==> config.mk <==
export PLATFORM = sky130hd
export DESIGN_NAME = buf_wr_arbiter
export DESIGN_NICKNAME = d
export VERILOG_FILES = /design/src/rtl/buf_wr_arbiter.sv
export SDC_FILE = /design/constraint.sdc
export NUM_CORES = 1
export LEC_CHECK = 0
export BUFFER_PORTS_ARGS = -buffer_cell sky130_fd_sc_hd__buf_2
export CORE_UTILIZATION = 37
export CTS_CLUSTER_SIZE = 40
export DETAILED_ROUTE_END_ITERATION = 10
export PLACE_DENSITY_LB_ADDON = 0.15
export SYNTH_ARGS = -nofsm -noshare
export SYNTH_HDL_FRONTEND = slang
export SYNTH_SLANG_ARGS = --single-unit
==> constraint.sdc <==
create_clock -name clk_i -period 1.7 [get_ports clk_i]
set_clock_uncertainty 0.1 [all_clocks]
set_input_delay 0.34 -clock clk_i [delete_from_list [all_inputs] [get_ports clk_i]]
set_output_delay 0.34 -clock clk_i [all_outputs]
set_load 0.005 [all_outputs]
==> src/rtl/buf_wr_arbiter.sv <==
// buf_wr_arbiter: round-robin, burst-atomic arbiter sharing one FIFO write port
module buf_wr_arbiter #(
  parameter int N_REQ      = 4,
  parameter int DATA_WIDTH = 8,
  parameter int MAX_BURST  = 4
) (
  input  logic                        clk_i,
  input  logic                        rst_i,
  input  logic [N_REQ-1:0]            req_i,
  input  logic [N_REQ-1:0]            last_i,
  input  logic [N_REQ*DATA_WIDTH-1:0] data_i,
  output logic [N_REQ-1:0]            ready_o,
  output logic [N_REQ-1:0]            grant_o,
  output logic                        busy_o,
  output logic                        buf_wr_o,
  output logic [DATA_WIDTH-1:0]       buf_wdata_o,
  input  logic                        buf_full_i
);
  localparam int IW = $clog2(N_REQ);
  localparam int BW = $clog2(MAX_BURST + 1);
  typedef enum logic {IDLE, GRANT} state_t;
  state_t           state_q, state_d;
  logic [N_REQ-1:0] grant_q, grant_d;
  logic [IW-1:0]    last_idx_q, last_idx_d, g, pick, idx;
  logic [BW-1:0]    beats_q, beats_d;
  logic             beat, rel, found;
  // encode the one-hot owner into an index
  always_comb begin
    g = '0;
    for (int r = 0; r < N_REQ; r++) if (grant_q[r]) g = IW'(r);
  end
  // first requester after the round-robin pointer wins
  always_comb begin
    pick  = last_idx_q;
    idx   = '0;
    found = 1'b0;
    for (int k = 1; k <= N_REQ; k++) begin
      idx = IW'((int'(last_idx_q) + k) % N_REQ);
      if (!found && req_i[idx]) begin
        found = 1'b1;
        pick  = idx;
      end
    end
  end
  // a beat is an owner write the FIFO can take; release on last, cap or abandon
  always_comb begin
    beat = state_q == GRANT && req_i[g] && !buf_full_i;
    rel  = state_q == GRANT && (!req_i[g] || (beat && (last_i[g] || beats_q == BW'(MAX_BURST - 1))));
  end
  // state register
  always_ff @(posedge clk_i) begin
    if (rst_i) state_q <= IDLE;
    else       state_q <= state_d;
  end
  // next-state logic
  always_comb begin
    state_d = state_q == IDLE ? (|req_i ? GRANT : IDLE) : (rel ? IDLE : GRANT);
  end
  // output logic; write data is muxed from the owner slice unconditionally
  always_comb begin
    ready_o     = (state_q == GRANT && !buf_full_i) ? grant_q : '0;
    grant_o     = grant_q;
    busy_o      = state_q == GRANT;
    buf_wr_o    = beat;
    buf_wdata_o = data_i[g*DATA_WIDTH +: DATA_WIDTH];
  end
  // next values of grant, pointer and beat counter
  always_comb begin
    grant_d    = (state_q == IDLE && |req_i) ? {{(N_REQ-1){1'b0}}, 1'b1} << pick : rel ? '0 : grant_q;
    last_idx_d = rel ? g : last_idx_q;
    beats_d    = state_q == IDLE ? '0 : beat ? beats_q + BW'(1) : beats_q;
  end
  // arbitration registers; pointer resets so requester 0 wins first
  always_ff @(posedge clk_i) begin
    if (rst_i) begin
      grant_q    <= '0;
      last_idx_q <= IW'(N_REQ - 1);
      beats_q    <= '0;
    end else begin
      grant_q    <= grant_d;
      last_idx_q <= last_idx_d;
      beats_q    <= beats_d;
    end
  end
endmodule

# ---- Yosys cells after proc, flatten, opt, wreduce, memory -nomap -nowiden
# Index checks and enable logic that the tools add are counted.
dict set report totals {
  register_bits 10
  elab_cells 65
  in_bits 43
  output_inout_bits 18
}
dict set report op_classes {
  eq_ne 1
  muxes 28
  bitwise_logic 1
  add_sub_neg 5
  n_lt_le_gt_ge 5
  n_shift 2
  reduce_logical 19
}
# cell count
set ops {}
lappend ops {{$shiftx 32x6->8} 1}
lappend ops {{$lt 2x3->1 const B} 5}
lappend ops {{$mux 1} 13}
lappend ops {{$bmux 1 s2} 6}
lappend ops {{$mux 2} 6}
lappend ops {{$mux 4} 3}
lappend ops {{$logic_and 1x1->1} 9}
lappend ops {{$logic_not 1->1} 5}
lappend ops {{$add 2x1->2 const B} 2}
lappend ops {{$add 2x2->2 const B} 2}
lappend ops {{$reduce_or 4->1} 1}
lappend ops {{$shl 1x2->4 const A} 1}
lappend ops {{$add 3x1->3 const B} 1}
lappend ops {{$eq 3x2->1 const B} 1}
lappend ops {{$logic_or 1x1->1} 2}
lappend ops {{$reduce_bool 2->1} 1}
lappend ops {{$reduce_or 2->1} 1}
lappend ops {{$not 1->1} 1}

# ---- Depth between registers and ports, before layout
# Gate-level depths: netlist (run 1).
dict set report depth {
  word_depth 15
  depth_mapped 7
  ltp_nobuf 6
}

# ---- Worst setup path after synthesis (run 1)
# OpenSTA, ideal clock, no wires.
dict set report synth_path {
  path_kind {flip-flop to output port}
  startpoint {reg grant_q[2], in the netlist grant_o[2]}
  endpoint {out buf_wdata_o[0]}
  setup_slack_ns 0.053
  t_required_ns 1.260
  stages_incl_launch_ff 5
  path_buffers 2
  t_arrival_ns 1.207
  path_cell_list {dfxtp_1 clkbuf_1 clkbuf_1 a21oi_1 o21ai_0}
}
dict set report synth_via {
  elab_chain_cells 3
}
# item line_no
set synth_lines {}
lappend synth_lines {{from (decl)} 23} ;# logic [N_REQ-1:0] grant_q, grant_d;
lappend synth_lines {{from (signal assigned)} 80} ;# grant_q <= grant_d;
lappend synth_lines {{$mux 2 (2 in a row)} 30} ;# for (int r = 0; r < N_REQ; r++) if (grant_q[r]) g = IW'(r);
lappend synth_lines {{$shiftx 32x6->8} 65} ;# buf_wdata_o = data_i[g*DATA_WIDTH +: DATA_WIDTH];
lappend synth_lines {{to (decl)} 16} ;# output logic [DATA_WIDTH-1:0] buf_wdata_o,
# No other way between the ends.

# ---- Worst setup path after layout (run 1)
dict set report layout_path {
  startpoint {reg grant_q[1], in the netlist grant_o[1]}
  endpoint {out buf_wdata_o[2]}
}
dict set report layout_via {
  elab_chain_cells 4
}
# item line_no
set layout_lines {}
lappend layout_lines {{$mux 1} 30}
lappend layout_lines {{$mux 2 (2 in a row)} 30}
lappend layout_lines {{$shiftx 32x6->8} 65}
# No other way between the ends.

==> results of run 1 <==
[how the worst max path moves through the flow]
stage	start	end	slack, ns	depth (start not counted)
5_1_grt	grant_o[1]$_SDFFE_PP0P_	buf_wdata_o[6]	-0.19	6
3_3_place_gp	buf_full_i	beats_q[1]$_SDFFE_PP0P_	0.03	6
6_report	grant_o[1]$_SDFFE_PP0P_	buf_wdata_o[2]	-0.09	6
4_1_cts	grant_o[1]$_SDFFE_PP0P_	buf_wdata_o[7]	-0.11	6
2_1_floorplan	grant_o[2]$_SDFFE_PP0P_	buf_wdata_o[0]	0.05	4
3_5_place_dp	req_i[1]	grant_o[0]$_SDFFE_PP0P_	-0.001	5
[per-stage QoR]
| stage | TNS, ns | instance area, µm² | cells | hold slack [ns] | utilization (%) |
|---|---|---|---|---|---|
| 2_1_floorplan | 0 | 915 | 121 | 0.365 | - |
| 3_3_place_gp | 0 | 1260 | 207 | 0.379 | 55.2 |
| 3_5_place_dp | -0.00101 | 1260 | 207 | 0.398 | 55.2 |
| 4_1_cts | -0.795 | 1320 | 213 | 0.256 | 58.2 |
| 5_1_grt | -1.52 | 1340 | 213 | 0.275 | 58.8 |
| 6_report | -0.622 | 1340 | 213 | 0.272 | 58.8 |
[layout by cell type (no fill, tap or decap), types with 2 or more instances in the layout]
cell      count
dfxtp_1       7
buf_4         7
a211oi_1      2
nor3b_1       2
nor2_1       18
ha_1          2
a211o_1       2
clkbuf_4      3
inv_1         3
nand2b_1      4
nand2_1       9
o21ai_0       4
o32ai_1       4
and2_1        3
buf_2        60
or2_2         2
mux2i_1      13
a21oi_1      11
nand3b_1      5
o21ai_1       4
dfxtp_4       2
[layer usage]
metal	wire length (µm)	GRT usage, %	vias to the layer above
met5	0	0	-
met4	20	6.76	0
met3	122	3.22	2
met2	1290	39.6	39
met1	1170	25.5	480
li1	-	-	565
[state kept, by name, indices dropped and copies added (netlist names)]
| register | flops |
|---|---|
| last_idx_q | 2 |
| beats_q | 3 |
| grant_o | 4 |
| busy_o | 1 |
[power by group through the flow]
stage               combinational, µW  clock [µW]  sequential, µW
CTS                               562         219             306
global route                      640         230             313
global placement                  530           0             305
detailed placement                541           0             306
finish                            571         214             308
floorplan                         354           0             299
[cell type report]
cell class	instances	share of cell area, %
clock buffer	4	2.71
tap	28	2.62
timing repair buffer	69	28.7
sequential	10	15.6
multi-input combinational	99	49.5
inverter	3	0.841
[worst reg2reg max path, cell delays in order (launching register included)]
cell	delay [ns]
dfxtp_4	0.37
mux2i_1	0.17
a2111oi_4	0.35
buf_4	0.17
buf_4	0.12
mux2i_1	0.18
nor2_1	0.06
[kinds of logic after synthesis]
family                   count (synthesis)  share of synthesized area (%)
AND/OR/NAND/NOR                         50                           28.5
AO/OA/AOI/OAI                           32                           24.4
multiplexers                            14                           15.3
buffers and inverters                   12                           6.29
flip-flops                              10                           21.9
adder cells (fa/ha/maj)                  2                           2.74
XOR/XNOR                                 1                          0.958
[timing repair]
action                     in CTS  in global routing
gates cloned                    1                  0
pin swaps                       3                  3
setup endpoints to repair       9                 13
hold buffers                    0                  0
buffers inserted                1                  0
gates resized for setup        10                  6
==> metrics.csv, run 1 <==
metric,value,unit
"CP delay by family, top",flip-flops,
Sink Count,10,
leading cell types by total area after synthesis,"dfxtp_1, mux2i_1, nor2_1",
share of cells above drive strength 1,44.3,%
Clock Path Buffers,2,
Hold Path Class,in -> reg,
final hold violation count,0,
Net Switching,399,µW
FF-to-FF path depth,6,
RSZ-0062 raised after global routing,yes,
Residual DRC,0,
most numerous cell in the Yosys netlist,nor2_1,
First DRT Iteration DRCs,7,
violated checks,setup timing,
Avg Inst Size Synth,7.56,µm²
Slew headroom,77.1,%
crit-path max FO,6,
Syn Inst Count,121,
drt wl/cell,12.2,µm
"Top FF cell, synth",dfxtp_1,
grt total ovfl,0,
slowest CP cell,dfxtp_4,
Port Buffers,60,
Logic pwr share,52.3,%
vias per cell,5.10,
pin count of the biggest net entering global routing,20,
Max VDD drop,0.000402,V
Net Sw Frac,36.5,%
TritonCTS buffer count,3,
RR Endpoint,beats_q[1]$_SDFFE_PP0P_,
"Cell Area, Synth",915,µm²
post-synthesis sequential area ratio,21.9,%
Register Area,209,µm²
power per cell area,817,mW/mm²
Critical R2R Launch,grant_o[1]$_SDFFE_PP0P_,
distinct cell type count after synthesis,32,
critical path type,reg -> out,
Core Area,0.00228,mm²
drt total wl,2600,µm
initial core utilization,40.2,%
vias in the first global route,1047,
Pleak,0.000634,µW
Clk pwr share,19.6,%
Worst-Skew Late Latency,0.26,ns
TritonRoute pass-1 iters,3,
R2R setup slack,0.07,ns
total power,1090,µW
initial antenna violation count,0,
area delta synth->final,46.4,%
global-route wire length before repair,4340,µm
CP arrival,1.35,ns
Reg power frac,28.2,%
P_int,695,µW
pre-CTS WS,-0.00101,ns
status,"complete, but fails checks",
commonest cells in the netlist,"nor2_1, mux2i_1, a21oi_1, dfxtp_1, nand2_1",
multi-input logic area,663,µm²
cell taking the most area after synthesis,dfxtp_1,
Critical Path Sink Type,output pin,
Core Rows,17,
number of flops mapped to enable cells by yosys,0,
CTS H-Tree Depth,1,
CTS tree,built,
Hold Path End,busy_o$_SDFF_PP0_,
fin crit share,105,%
clk slew on worst S/H paths,0.07,ns
die area,0.00267,mm²
CP cell instances,"buf_4, mux2i_1, nor2_1, a21oi_1, o21ai_0, buf_2",
final weighted congestion in routability-driven placement,0.773,
hold path cells,2,
post-detail-place hpwl,1970,µm
Post-Syn Nets,166,
fin worst setup slack,-0.0898,ns
critical path required time,1.26,ns
GRT Total Usage,21.6,%
# setup viols final,9,
WP buf/inv,2,
hold_sp,rst_i,
Synth Register Bits,10,
asr flop ratio synth,0,%
final max-slew violation count,0,
Max stage delay on crit path,0.38,ns
Critical Path Source Type,register,
Period minus WS final,1.79,ns
synth warn,0,
top cell type's share of synthesized area,21.9,%
final antenna-violating net count,0,
NumNets Final,231,
FMAX,0.559,GHz
Ports,61,
CTS Root Cell,clkbuf_4,
Die Span Y,51.7,µm
n_diodes,0,
Vias,1086,
fillers,237,
die width,51.7,µm
worst slew pin tran,0.335,ns
Max-Cap Viols,0,
Power figures use the tool's default switching activity.
==> run 2, diff against run 1 <==
--- a/config.mk
+++ b/config.mk
@@ -9,7 +9,7 @@
 export CORE_UTILIZATION = 37
 export CTS_CLUSTER_SIZE = 40
 export DETAILED_ROUTE_END_ITERATION = 10
-export PLACE_DENSITY_LB_ADDON = 0.15
+export PLACE_DENSITY = 0.71
 export SYNTH_ARGS = -nofsm -noshare
 export SYNTH_HDL_FRONTEND = slang
 export SYNTH_SLANG_ARGS = --single-unit
==> run 2 against run 1 <==
Register-to-register slack is essentially flat. Clock power down 24%. First-iteration DRC count is 110% higher. The run still ends with setup timing left. Final cell count rose by 0.94%. Non-clock buffer count rose by 3. Critical path depth is the same. Largest cell class unchanged. Flip-flop and latch count is the same. Via count is 4.0% higher. Largest power group unchanged.
==> metrics.csv, run 2 (synthesized netlist as in run 1, its figures left out) <==
metric,value,unit,change
CP cell instances,"buf_12, mux2i_2, nor2_1, a21oi_1, o21ai_1, buf_2",,
Met2 Wirelength,1320,µm,+2.6%
Critical Path Source Type,register,,
total power,1100,µW,+0.29%
worst slew pin tran,0.333,ns,-0.00158 ns
met3 wire len,186,µm,+52%
crit-path max FO,5,,-1
Max stage delay on crit path,0.40,ns,+0.02 ns
die width,51.7,µm,unchanged
power per cell area,789,mW/mm²,-3.4%
critical path required time,1.26,ns,about the same
hold_sp,rst_i,,
most frequent cells in the layout,"buf_2, nor2_1, mux2i_1",,
uppermost routed layer,met4,,
WP buf/inv,2,,unchanged
TritonCTS buffer count,3,,unchanged
Period minus WS final,1.83,ns,+0.0398 ns
CP arrival,1.39,ns,+0.04 ns
RSZ-0062 raised after global routing,yes,,
drt total wl,2700,µm,+4.0%
Post-DP Area,0.00128,mm²,+2.2%
vias in the first global route,1002,,-4.3%
Core Rows,17,,unchanged
finished layout cell area,0.00139,mm²,+3.8%
Largest register FFs,4,,unchanged
area delta synth->final,52.0,%,
Vias,1129,,+4.0%
die area,0.00267,mm²,unchanged
Max-Cap Viols,0,,unchanged
crit path launch,grant_o[1]$_SDFFE_PP0P_,,
initial antenna violation count,0,,unchanged
R2R setup slack,0.08,ns,about the same
TritonRoute pass-1 iters,4,,+1
Clock Path Buffers,2,,unchanged
post-detail-place hpwl,2040,µm,+3.6%
Ports,61,,unchanged
CTS Root Cell,clkbuf_4,,
GRT Total Usage,21.8,%,+0.14 points
vias per cell,5.25,,+3.0%
Port Buffers,60,,unchanged
Sink Count,10,,unchanged
grt total ovfl,0,,unchanged
CTS Hold Bufs,0,,unchanged
First DRT Iteration DRCs,15,,+8
Die Span Y,51.7,µm,unchanged
Core Area,0.00228,mm²,unchanged
"Core Util, Final",61.1,%,+2.3 points
final antenna-violating net count,0,,unchanged
critical path type,reg -> out,,
multi-input logic area,689,µm²,+4.0%
Min Hold Slack,0.272,ns,+0.000638 ns
fin worst setup slack,-0.130,ns,-0.0398 ns
clk slew on worst S/H paths,0.07,ns,about the same
share of cells above drive strength 1,47.6,%,+3.3 points
n_diodes,0,,unchanged
"commonest non-fill, non-tap cell in the layout",buf_2,,
global-route wire length before repair,4290,µm,-1.1%
final hold violation count,0,,unchanged
drt wl/cell,12.6,µm,+3.1%
Critical R2R Launch,beats_q[0]$_SDFFE_PP0P_,,
CTS tree,built,,
slowest CP cell,dfxtp_4,,
violated checks,setup timing,,
Critical Path Sink Type,output pin,,
Residual DRC,0,,unchanged
# setup viols final,9,,unchanged
final weighted congestion in routability-driven placement,0.799,,+3.3%
NumNets Final,234,,+1.3%
pin count of the biggest net entering global routing,19,,-5.0%
Max VDD drop,0.000448,V,+12%
CTS H-Tree Depth,1,,unchanged
Slew headroom,77.2,%,+0.11 points
initial core utilization,40.2,%,unchanged
Worst-Skew Late Latency,0.27,ns,about the same
DRT met1 WL,1150,µm,-1.1%
Register Area,209,µm²,unchanged
Pleak,0.000654,µW,+3.2%
Hold Path Class,in -> reg,,
fin crit share,108,%,+2.3 points
fillers,206,,-13%
status,"complete, but fails checks",,
final max-slew violation count,0,,unchanged
FMAX,0.547,GHz,-2.2%
"CP delay by family, top",flip-flops,,
## run 2: layout make-up
cell class	instances	share of cell area [%]
tap	28	2.52
timing repair buffer	72	30.4
clock buffer	3	1.62
sequential	10	15.0
multi-input combinational	99	49.6
inverter	3	0.810
## run 2: per-stage QoR
| step | instances | setup TNS (ns) | setup slack, ns |
|---|---|---|---|
| after floorplan | 121 | 0 | 0.0533 |
| after global placement | 209 | 0 | 0.0569 |
| after detailed placement | 209 | 0 | 0.0254 |
| after CTS | 215 | -0.845 | -0.119 |
| after global routing | 215 | -1.53 | -0.204 |
| final | 215 | -0.734 | -0.130 |
## run 2: what timing repair did
item,CTS,global route
cloned,1,0
resized for setup,14,5
pin swaps,0,2
setup endpoints to repair,9,12
buffers inserted,2,2
## run 2: final timing paths
check                                                  end  depth (start not counted)
worst max-delay path                        buf_wdata_o[2]                          6
worst min-delay path                     busy_o$_SDFF_PP0_                          2
worst max register to register  last_idx_q[0]$_SDFFE_PP1P_                          6
worst min register to register     beats_q[2]$_SDFFE_PP0P_                          2
## run 2: metal layers
| layer | global-route usage [%] | vias to the layer above |
|---|---|---|
| met3 | 2.92 | 4 |
| met1 | 25.9 | 503 |
| met2 | 39.2 | 56 |
| li1 | - | 566 |
| met5 | 0 | - |
| met4 | 8.11 | 0 |
## run 2: power breakdown
| group | total, µW | internal, µW | switching (µW) | leakage [µW] |
|---|---|---|---|---|
| registers | 318 | 271 | 46.5 | 0.0000838 |
| clock network | 162 | 81.6 | 79.9 | 0.0000138 |
| logic | 617 | 326 | 291 | 0.000556 |
| total | 1100 | 679 | 417 | 0.000654 |
==> run 3, diff against run 2 <==
--- a/config.mk
+++ b/config.mk
@@ -13,3 +13,4 @@
 export SYNTH_ARGS = -nofsm -noshare
 export SYNTH_HDL_FRONTEND = slang
 export SYNTH_SLANG_ARGS = --single-unit
+export TNS_END_PERCENT = 1
==> run 3 against run 2 <==
The run still ends with setup timing left. Setup slack got worse by 0.0011 ns. Total power about the same. Flip-flop and latch count unchanged. Clock power about the same. Wire length decreased by 1.1%. Via count increased by 0.97%. Final area unchanged. Combinational power about the same. First-iteration DRC count decreased by 6.7%. Critical path type unchanged. Largest power group unchanged.
==> metrics.csv, run 3 (synthesized netlist as in run 1, its figures left out) <==
metric,value,unit,change
vias per cell,5.30,,+0.97%
final hold violation count,0,,unchanged
# setup viols final,9,,unchanged
post-detail-place hpwl,2040,µm,unchanged
FF-to-FF path depth,7,,+1
initial antenna violation count,0,,unchanged
final max-slew violation count,0,,unchanged
Slew headroom,77.8,%,+0.66 points
CTS Hold Bufs,0,,unchanged
FMAX,0.546,GHz,about the same
Port Buffers,60,,unchanged
TritonCTS buffer count,3,,unchanged
hold path cells,2,,unchanged
Clock Path Buffers,2,,unchanged
Max-Cap Viols,0,,unchanged
n_diodes,0,,unchanged
Worst-Skew Late Latency,0.26,ns,about the same
slowest CP cell,dfxtp_4,,
most frequent cells in the layout,"buf_2, nor2_1, mux2i_1",,
area delta synth->final,52.0,%,unchanged
crit-path max FO,5,,unchanged
pre-CTS WS,0.0254,ns,unchanged
fillers,206,,unchanged
RR Endpoint,last_idx_q[0]$_SDFFE_PP1P_,,
critical path type,reg -> out,,
Period minus WS final,1.83,ns,+0.00114 ns
final antenna-violating net count,0,,unchanged
Ports,61,,unchanged
Pleak,0.000654,µW,about the same
Critical Path Sink Type,output pin,,
Sink Count,10,,unchanged
CP cell instances,"buf_12, mux2i_2, nor2_1, a21oi_1, o21ai_1, buf_2",,
CTS tree,built,,
Hold Path End,busy_o$_SDFF_PP0_,,
Hold Path Class,in -> reg,,
RSZ-0062 raised after global routing,yes,,
CTS H-Tree Depth,1,,unchanged
CTS Root Cell,clkbuf_4,,
initial core utilization,40.2,%,unchanged
Critical Path Source Type,register,,
Max stage delay on crit path,0.40,ns,about the same
drt total wl,2670,µm,-1.1%
Core Rows,17,,unchanged
First DRT Iteration DRCs,14,,-1
NumNets Final,234,,unchanged
critical path required time,1.26,ns,about the same
Residual DRC,0,,unchanged
die area,0.00267,mm²,unchanged
TritonRoute pass-1 iters,4,,unchanged
"CP delay by family, top",flip-flops,,
hold_sp,rst_i,,
die width,51.7,µm,unchanged
Critical R2R Launch,grant_o[1]$_SDFFE_PP0P_,,
Total Neg Setup Slack,-0.723,ns,+0.0108 ns
share of cells above drive strength 1,47.6,%,unchanged
total power,1100,µW,about the same
final weighted congestion in routability-driven placement,0.799,,unchanged
global-route wire length before repair,4290,µm,unchanged
drt wl/cell,12.4,µm,-1.1%
worst slew pin tran,0.323,ns,-0.00965 ns
Core Area,0.00228,mm²,unchanged
Largest register FFs,4,,unchanged
CP arrival,1.39,ns,about the same
R2R setup slack,0.03,ns,-0.05 ns
"commonest non-fill, non-tap cell in the layout",buf_2,,
Vias,1140,,+0.97%
Max VDD drop,0.000459,V,+2.5%
power per cell area,789,mW/mm²,about the same
fin worst setup slack,-0.131,ns,-0.00114 ns
WP buf/inv,2,,unchanged
violated checks,setup timing,,
pin count of the biggest net entering global routing,19,,unchanged
fin crit share,108,%,about the same
vias in the first global route,1003,,+0.10%
clk slew on worst S/H paths,0.07,ns,about the same
GRT Total Usage,21.8,%,unchanged
grt total ovfl,0,,unchanged
Die Span Y,51.7,µm,unchanged
status,"complete, but fails checks",,
## run 3: cell counts in the layout (fill, tap and decap cells not counted)
Identical to the previous run, type by type.
## run 3: cell type report
class	count	area [µm²]	share of cell area, %
inverters	3	11.3	0.810
well taps	28	35.0	2.52
repair buffers	72	423	30.4
flip-flops and latches	10	209	15.0
clock buffers	3	22.5	1.62
multi-input cells	99	689	49.6
## run 3: how the worst max path moves through the flow
stage | start | end | cells after the start
4_1_cts | grant_o[1]$_SDFFE_PP0P_ | buf_wdata_o[1] | 6
5_1_grt | grant_o[1]$_SDFFE_PP0P_ | buf_wdata_o[2] | 6
2_1_floorplan | grant_o[2]$_SDFFE_PP0P_ | buf_wdata_o[0] | 4
3_3_place_gp | req_i[1] | grant_o[0]$_SDFFE_PP0P_ | 5
6_report | grant_o[1]$_SDFFE_PP0P_ | buf_wdata_o[2] | 6
3_5_place_dp | req_i[1] | grant_o[3]$_SDFFE_PP0P_ | 5
## run 3: repair_timing
action | 4_1_cts | 5_1_grt
gates resized for setup | 14 | 5
gates cloned | 1 | 0
setup endpoints to repair | 9 | 12
setup buffers | 2 | 0
pin swaps | 0 | 1
## run 3: report_power, final
group | leakage, µW | total [µW] | switching [µW] | internal, µW
registers | 0.0000838 | 318 | 46.8 | 271
clock network | 0.0000138 | 162 | 80.0 | 81.6
logic | 0.000556 | 617 | 290 | 328
total | 0.000654 | 1100 | 417 | 680
## run 3: through the flow
stage	hold WS (ns)	util [%]	instances	instance area, µm²
2_1_floorplan	0.365	-	121	915
3_3_place_gp	0.380	56.4	209	1280
3_5_place_dp	0.390	56.4	209	1280
4_1_cts	0.275	60.5	215	1380
5_1_grt	0.289	61.1	215	1390
6_report	0.270	61.1	215	1390
## run 3: layer usage
layer | share of wire (%) | vias up | track usage, %
li1 | - | 570 | -
met1 | 43 | 511 | 25.9
met2 | 48 | 55 | 39.2
met3 | 6.9 | 4 | 2.92
met4 | 1.5 | 0 | 8.11
met5 | 0 | - | 0
